`src/rtl/rpn_exec.sv`:
```
// rpn_exec - command sequencer for an RPN calculator sitting in front of a
// small operand stack. Each accepted command becomes a short burst of
// single-cycle pop/push strobes. The block keeps its own copy of the stack
// occupancy, so an illegal push or pop never reaches the stack.
//
// Ports:
//   clk, rst     clock (rising edge) and asynchronous active-high reset
//   cmd_valid    command offered
//   cmd_ready    command can be accepted (only while idle)
//   cmd_op       000 PUSH, 001 ADD, 010 SUB, 011 AND, 100 OR, 101 XOR,
//                110 DUP, 111 DROP
//   cmd_imm      immediate for PUSH
//   st_push      push strobe to the stack, st_wdata valid with it (else 0)
//   st_pop       pop strobe to the stack, st_rdata valid with it
//   st_rdata     current stack top
//   depth        tracked stack occupancy, 0..DEPTH
//   busy         sequencing a command
//   err/err_code last accepted command rejected: 01 underflow, 10 overflow
module rpn_exec #(
  parameter int DW    = 10,
  parameter int DEPTH = 7
) (
  input  logic          clk,
  input  logic          rst,
  input  logic          cmd_valid,
  output logic          cmd_ready,
  input  logic [2:0]    cmd_op,
  input  logic [DW-1:0] cmd_imm,
  output logic          st_push,
  output logic [DW-1:0] st_wdata,
  output logic          st_pop,
  input  logic [DW-1:0] st_rdata,
  output logic [2:0]    depth,
  output logic          busy,
  output logic          err,
  output logic [1:0]    err_code
);

  localparam logic [2:0] OP_PUSH = 3'b000;
  localparam logic [2:0] OP_ADD  = 3'b001;
  localparam logic [2:0] OP_SUB  = 3'b010;
  localparam logic [2:0] OP_AND  = 3'b011;
  localparam logic [2:0] OP_OR   = 3'b100;
  localparam logic [2:0] OP_XOR  = 3'b101;
  localparam logic [2:0] OP_DUP  = 3'b110;
  localparam logic [2:0] OP_DROP = 3'b111;

  localparam logic [2:0] DEPTH_MAX = 3'(DEPTH);

  typedef enum logic [2:0] {
    IDLE,
    POP_A,
    POP_B,
    WR1,
    WR2
  } state_t;

  state_t        state;
  logic [2:0]    op_q;
  logic [DW-1:0] a_q;

  logic is_binary;
  logic underflow;
  logic overflow;

  // B is the older operand (second pop), A the former top: SUB is B - A.
  function automatic logic [DW-1:0] alu(input logic [2:0]    op,
                                        input logic [DW-1:0] b,
                                        input logic [DW-1:0] a);
    logic [DW-1:0] r;
    r = '0;
    case (op)
      OP_ADD:  r = b + a;
      OP_SUB:  r = b - a;
      OP_AND:  r = b & a;
      OP_OR:   r = b | a;
      OP_XOR:  r = b ^ a;
      default: r = '0;
    endcase
    return r;
  endfunction

  // Legality of the offered command against the tracked depth. Only looked
  // at in IDLE; underflow wins over overflow when both could apply.
  always_comb begin
    is_binary = (cmd_op >= OP_ADD) && (cmd_op <= OP_XOR);
    underflow = (is_binary && (depth < 3'd2)) ||
                (((cmd_op == OP_DUP) || (cmd_op == OP_DROP)) && (depth == 3'd0));
    overflow  = ((cmd_op == OP_PUSH) || (cmd_op == OP_DUP)) && (depth >= DEPTH_MAX);
  end

  // Sequencer. Strobes and write data are registered together with the
  // state transition into the cycle that issues them, so nothing on cmd_*
  // reaches st_* combinationally. depth follows the strobes: it drops at the
  // edge ending a pop cycle and rises at the edge ending a push cycle.
  always_ff @(posedge clk or posedge rst) begin
    if (rst) begin
      state     <= IDLE;
      op_q      <= OP_PUSH;
      a_q       <= '0;
      cmd_ready <= 1'b1;
      busy      <= 1'b0;
      st_push   <= 1'b0;
      st_pop    <= 1'b0;
      st_wdata  <= '0;
      depth     <= 3'd0;
      err       <= 1'b0;
      err_code  <= 2'b00;
    end else begin
      st_push  <= 1'b0;
      st_pop   <= 1'b0;
      st_wdata <= '0;
      case (state)
        IDLE: begin
          if (cmd_valid) begin
            op_q     <= cmd_op;
            err      <= 1'b0;
            err_code <= 2'b00;
            if (underflow) begin
              err      <= 1'b1;
              err_code <= 2'b01;
            end else if (overflow) begin
              err      <= 1'b1;
              err_code <= 2'b10;
            end else if (cmd_op == OP_PUSH) begin
              state     <= WR1;
              st_push   <= 1'b1;
              st_wdata  <= cmd_imm;
              cmd_ready <= 1'b0;
              busy      <= 1'b1;
            end else begin
              state     <= POP_A;
              st_pop    <= 1'b1;
              cmd_ready <= 1'b0;
              busy      <= 1'b1;
            end
          end
        end
        POP_A: begin
          a_q   <= st_rdata;
          depth <= depth - 3'd1;
          if (op_q == OP_DROP) begin
            state     <= IDLE;
            cmd_ready <= 1'b1;
            busy      <= 1'b0;
          end else if (op_q == OP_DUP) begin
            state    <= WR1;
            st_push  <= 1'b1;
            st_wdata <= st_rdata;
          end else begin
            state  <= POP_B;
            st_pop <= 1'b1;
          end
        end
        POP_B: begin
          depth    <= depth - 3'd1;
          state    <= WR1;
          st_push  <= 1'b1;
          st_wdata <= alu(op_q, st_rdata, a_q);
        end
        WR1: begin
          depth <= depth + 3'd1;
          if (op_q == OP_DUP) begin
            state    <= WR2;
            st_push  <= 1'b1;
            st_wdata <= a_q;
          end else begin
            state     <= IDLE;
            cmd_ready <= 1'b1;
            busy      <= 1'b0;
          end
        end
        WR2: begin
          depth     <= depth + 3'd1;
          state     <= IDLE;
          cmd_ready <= 1'b1;
          busy      <= 1'b0;
        end
        default: begin
          state     <= IDLE;
          cmd_ready <= 1'b1;
          busy      <= 1'b0;
        end
      endcase
    end
  end

endmodule

```
`config.mk`:
```
export PLATFORM = sky130hd
export DESIGN_NAME = rpn_exec
export DESIGN_NICKNAME = d
export VERILOG_FILES = /design/src/rtl/rpn_exec.sv
export SDC_FILE = /design/constraint.sdc
export NUM_CORES = 1
export LEC_CHECK = 0
export CORE_MARGIN = 1
export CORE_UTILIZATION = 58
export DETAILED_ROUTE_END_ITERATION = 8
export PLACE_DENSITY = 0.86
export REMOVE_ABC_BUFFERS = 1
export SYNTH_ARGS = -nofsm -noshare
export SYNTH_HDL_FRONTEND = slang
export SYNTH_SLANG_ARGS = --single-unit
export TNS_END_PERCENT = 1
```
`constraint.sdc`:
```
create_clock -name clk -period 6.65 [get_ports clk]
set_clock_uncertainty 0.15 [all_clocks]
set_input_delay 1.6625 -clock clk [delete_from_list [all_inputs] [get_ports clk]]
set_output_delay 1.6625 -clock clk [all_outputs]
set_load 0.005 [all_outputs]
```
== Yosys cells after proc, flatten, opt, wreduce, memory -nomap -nowiden ==
Cells that the tools add are included.
Widths: inputs -> output; s select.
Word-level totals
  register bits: 36
  input port bits: 26
  output and inout bits: 20
  logic and storage cells: 105
Cells by class
  add/sub/neg operators: 4
  $lt $le $gt $ge: 4
  eq/ne operators: 18
  mux-type cells: 48
  bitwise gates (word level): 4
  reductions and logical operators: 16
Operators by type and width (number)
  $mux 10: 7
  $pmux 10 s5: 1
  $pmux 10 s4: 1
  $mux 1: 25
  $eq 3x3->1 const B: 7
  $eq 3x2->1 const B: 4
  $mux 3: 4
  $pmux 1 s4: 3
  $pmux 3 s4: 1
  $add 10x10->10: 1
  $and 10x10->10: 1
  $ne 2x2->1 const B: 5
  $or 10x10->10: 1
  $sub 10x10->10: 1
  $xor 10x10->10: 1
  $logic_not 3->1: 3
  $mux 2: 4
  $eq 3x1->1 const B: 2
  $pmux 3 s2: 1
  $reduce_and 6->1: 1
  $logic_and 1x1->1: 4
  $reduce_or 2->1: 2
  $add 3x1->3 const B: 1
  $ge 3x1->1 const B: 1
  10 further kinds: 12

== Depth between registers and ports, before layout ==
  depth after elaboration: 7
  mapped depth: 11
  mapped depth without buffers: 11

== Worst setup path after synthesis ==
OpenSTA, ideal clock, no wires.
  kind: input to register
  start point: input port st_rdata[0]
  end point: register st_wdata[8]
  setup time: 0.126 ns
  data arrival time: 3.553 ns
  required time: 6.374 ns
  path slack: 2.820 ns
  stages on the path: 10
  path buffers: 0
  path through: inv_1 > ha_1 > inv_1 > fa_1 > a211oi_2 > nor2_1 > or4_1 > a31oi_1 > xnor2_1 > a221o_1
Between the ends
  word-level cells in the longest chain between the ends: 3
  elaborated cells on any way between the ends: 4
  those cells by class: 2 x add/sub; 2 x mux
RTL lines
  from (decl): line 32  | input logic [DW-1:0] st_rdata,
  $sub 10x10->10 / $add 10x10->10 (equally long branches): line 74, 73
  $pmux 10 s5 *: line 72  | case (op)
  $pmux 10 s4 *: line 113  | case (state)
  to (signal assigned): line 128  | st_wdata <= cmd_imm;
  to (signal assigned): line 149  | st_wdata <= st_rdata;
  to (signal assigned): line 159  | st_wdata <= alu(op_q, st_rdata, a_q);
  to (decl): line 30  | output logic [DW-1:0] st_wdata,
Every way passes the cells marked *; elsewhere a longest branch is shown, timed or not.
A chain may end at the register's enable or synchronous reset.

== Worst setup path in the final report ==
Same ends and word-level chain as after synthesis.

==> flow_metrics.env <==
export IMPL_outcome="finished, violations left"
export IMPL_failing_checks="design-rule violations"
export IMPL_timing_hold_violations_final=0
export IMPL_detail_route_vias_per_cell=6.13
export IMPL_tightest_slew_ns=1.21
export IMPL_io_pin_count=46
export IMPL_pre_cts_slack_ns=2.16
export IMPL_min_delay_path_class="reg2reg"
export IMPL_end_kind="flop"
export IMPL_clock_sinks=36
export IMPL_grt_max_degree=37
export IMPL_worst_setup_slack_final_ns=2.44
export IMPL_clock_path_buffers=2
export IMPL_timing_fmax_ghz=0.238
export IMPL_timing_final_crit_share_pct=63.3
export IMPL_cts_buffers=5
export IMPL_cts_clk_slew_worst_paths_ns=0.08
export IMPL_yosysWarnings=0
export IMPL_drt_iter0_markers=199
export IMPL_portBuffers=45
export IMPL_gp_congestion=0.934
export IMPL_dp_hpwl_um=4830
export IMPL_htree_levels=2
export IMPL_dr_total_vias=2506
export IMPL_gr_usage_all_layers_pct=28.7
export IMPL_cts_resized_gates=0
export IMPL_totalPowerFinal_mw=1.78
export IMPL_dieWidth_um=71.4
export IMPL_asyncSetResetFlopFracSynth_pct=100
export IMPL_rows=24
export IMPL_critPathArrivalTime_ns=4.25
export IMPL_power_static_leakage_nw=1.47
export IMPL_clock_latency_late_sink_ns=0.30
export IMPL_max_slew_margin_rel_pct=18.8
export IMPL_report_final_setup_viol=0
export IMPL_core_um2=4470
export IMPL_start_util_pct=62.4
export IMPL_postSynthRegisterBits=36
export IMPL_timing_final_max_slew_violations=0
export IMPL_finalWorstPathRequiredPeriod_ns=4.21
export IMPL_tritoncts="built"
export IMPL_grt_setup_unrepaired="no"
export IMPL_syn_avg_cell_area_um2=8.86
export IMPL_area_growth_pct=20.8
export IMPL_cts_setup_buffers=0
export IMPL_drc=3
export IMPL_routed_wirelength_um=6790
export IMPL_yosys_top_cells_count="dfrtp_1 (35), nand2_1 (35), ha_1 (30), o21ai_0 (30), inv_1 (28)"
export IMPL_yosys_cell_types_count=50
export IMPL_synth_seq_area_share_pct=32.3
export IMPL_cp_required_ns=6.70
export IMPL_worst_setup_path_start_kind="input port"
export IMPL_grt_overflow_total=0
export IMPL_die_area_um2=5090
export IMPL_holdBufCountCts=0
export IMPL_vdd_ir_drop_worst_v=0.000274
export IMPL_grt_pass1_wl_um=11100
export IMPL_synth_top_cell_by_area="dfrtp_1"
export IMPL_nNetsFinal=414
export IMPL_ctsRootBufferMaster="clkbuf_8"
export IMPL_post_synth_top_area_fraction_pct=31.4
export IMPL_grt_antenna_before_repair=0
export IMPL_synth_top_flop_cell="dfrtp_1"
export IMPL_detailedRoute_firstPassIterationCount=6
export IMPL_floorplan_die_height_um=71.4
export IMPL_critical_path_class="in2reg"
export IMPL_share_of_post_route_cells_with_drive_strength_above_1_pct=7.00
export IMPL_drv_max_cap_violation_count=0
export IMPL_grt_pass1_vias=2291
export IMPL_finalSetupTns_ns=0
export IMPL_antenna_diode_count=0
export IMPL_critical_path_peak_fanout=4
export IMPL_netlist_area_um2=2790
export IMPL_synthesis_instances=315
export IMPL_synth_enable_flop_cells=0
export IMPL_ant_nets=0
export IMPL_synthTopCellsByArea="dfrtp_1 (31%), ha_1 (13%), o21ai_0 (5.4%)"
export IMPL_post_drt_wl_per_cell_um=16.6
export IMPL_power_density_nw_per_um2=527
==> area by class of cell <==
cell class / instances / area (µm²)
Multi-Input combinational cell: 236 / 1720
Fill cell: 345 / 1100
Sequential cell: 36 / 902
Timing Repair Buffer: 49 / 480
Inverter: 28 / 105
Clock buffer: 7 / 86.3
Tap cell: 52 / 65.1
Clock inverter: 1 / 7.51
==> final timing paths <==
check                                       from               endpoint  slack [ns]  cells after the start
setup / recovery                     st_rdata[0]  st_wdata[8]$_DFF_PP0_        2.44                     11
hold / removal             cmd_ready$_DFFE_PP1P_  cmd_ready$_DFFE_PP1P_        0.34                      2
setup reg to reg             op_q[0]$_DFFE_PP0P_  st_wdata[8]$_DFF_PP0_        2.82                      9
hold reg to reg            cmd_ready$_DFFE_PP1P_  cmd_ready$_DFFE_PP1P_        0.34                      2
max in group asynchronous                    rst  cmd_ready$_DFFE_PP1P_        4.37                      3
min in group asynchronous                    rst  st_wdata[8]$_DFF_PP0_        1.62                      3
==> where the power goes <==
group          leakage (nW)  switching [mW]  internal [mW]
clock                0.0445          0.0836         0.0842
combinational         0.973           0.595          0.561
sequential            0.456           0.137          0.316
==> worst max-delay path: stages <==
cell and delay (ns):
clkdlybuf4s50_1 0.47, inv_1 0.12, ha_1 0.17, inv_1 0.05, fa_1 0.42, a211oi_2 0.22, nor2_1 0.10, or4_1 0.42
a31oi_1 0.22, xnor2_1 0.09, a221o_1 0.31
==> cell families after synthesis <==
kind of cell | count (synthesis) | synth area share, %
fa+ha+maj | 32 | 14.9
compound gates | 98 | 24.1
xor+xnor | 20 | 6.28
flops | 36 | 32.3
simple gates | 78 | 13.1
mux | 8 | 3.05
buf+inv | 43 | 6.32
==> state kept, by name, indices dropped and copies added, names as in the netlist <==
register,flops
a_q,10
st_wdata,10
depth,3
op_q,3
state,3
err_code,2
busy,1
cmd_ready,1
err,1
st_pop,1
st_push,1
==> per-layer routing <==
layer / global-route usage [%] / vias to the layer above / routed length, µm
li1: - / 1211 / -
met1: 39.0 / 1183 / 2930
met2: 47.4 / 97 / 3240
met3: 3.80 / 15 / 484
met4: 10.0 / 0 / 138
met5: 0 / - / 0
==> stage by stage <==
| step | hold slack, ns | std cells | util (%) | instance area (µm²) |
|---|---|---|---|---|
| after CTS | 0.352 | 409 | 75.3 | 3370 |
| after global placement | 0.320 | 401 | 73.2 | 3280 |
| final | 0.345 | 409 | 75.3 | 3370 |
| after global routing | 0.376 | 409 | 75.3 | 3370 |
| after floorplan | 0.321 | 300 | - | 2720 |
| after detailed placement | 0.337 | 401 | 73.2 | 3280 |
==> placed cells by master, fill, tap and decap left out, types with 3 or more instances in the layout <==
master,instances
clkbuf_8,6
a22oi_1,13
dfrtp_1,35
o21ai_0,30
nor2_1,13
a221o_1,5
a222oi_1,4
mux2_2,4
mux2i_1,4
nand2b_1,5
nor4_1,3
nand2_1,35
or3_1,3
inv_1,28
o211ai_1,3
buf_4,4
o21a_1,5
xor2_1,3
a31oi_1,8
ha_1,30
nor2b_1,3
clkdlybuf4s50_1,45
nor3_1,5
a21oi_1,12
xnor2_1,17
No activity file was read; power rests on OpenSTA's default activity.
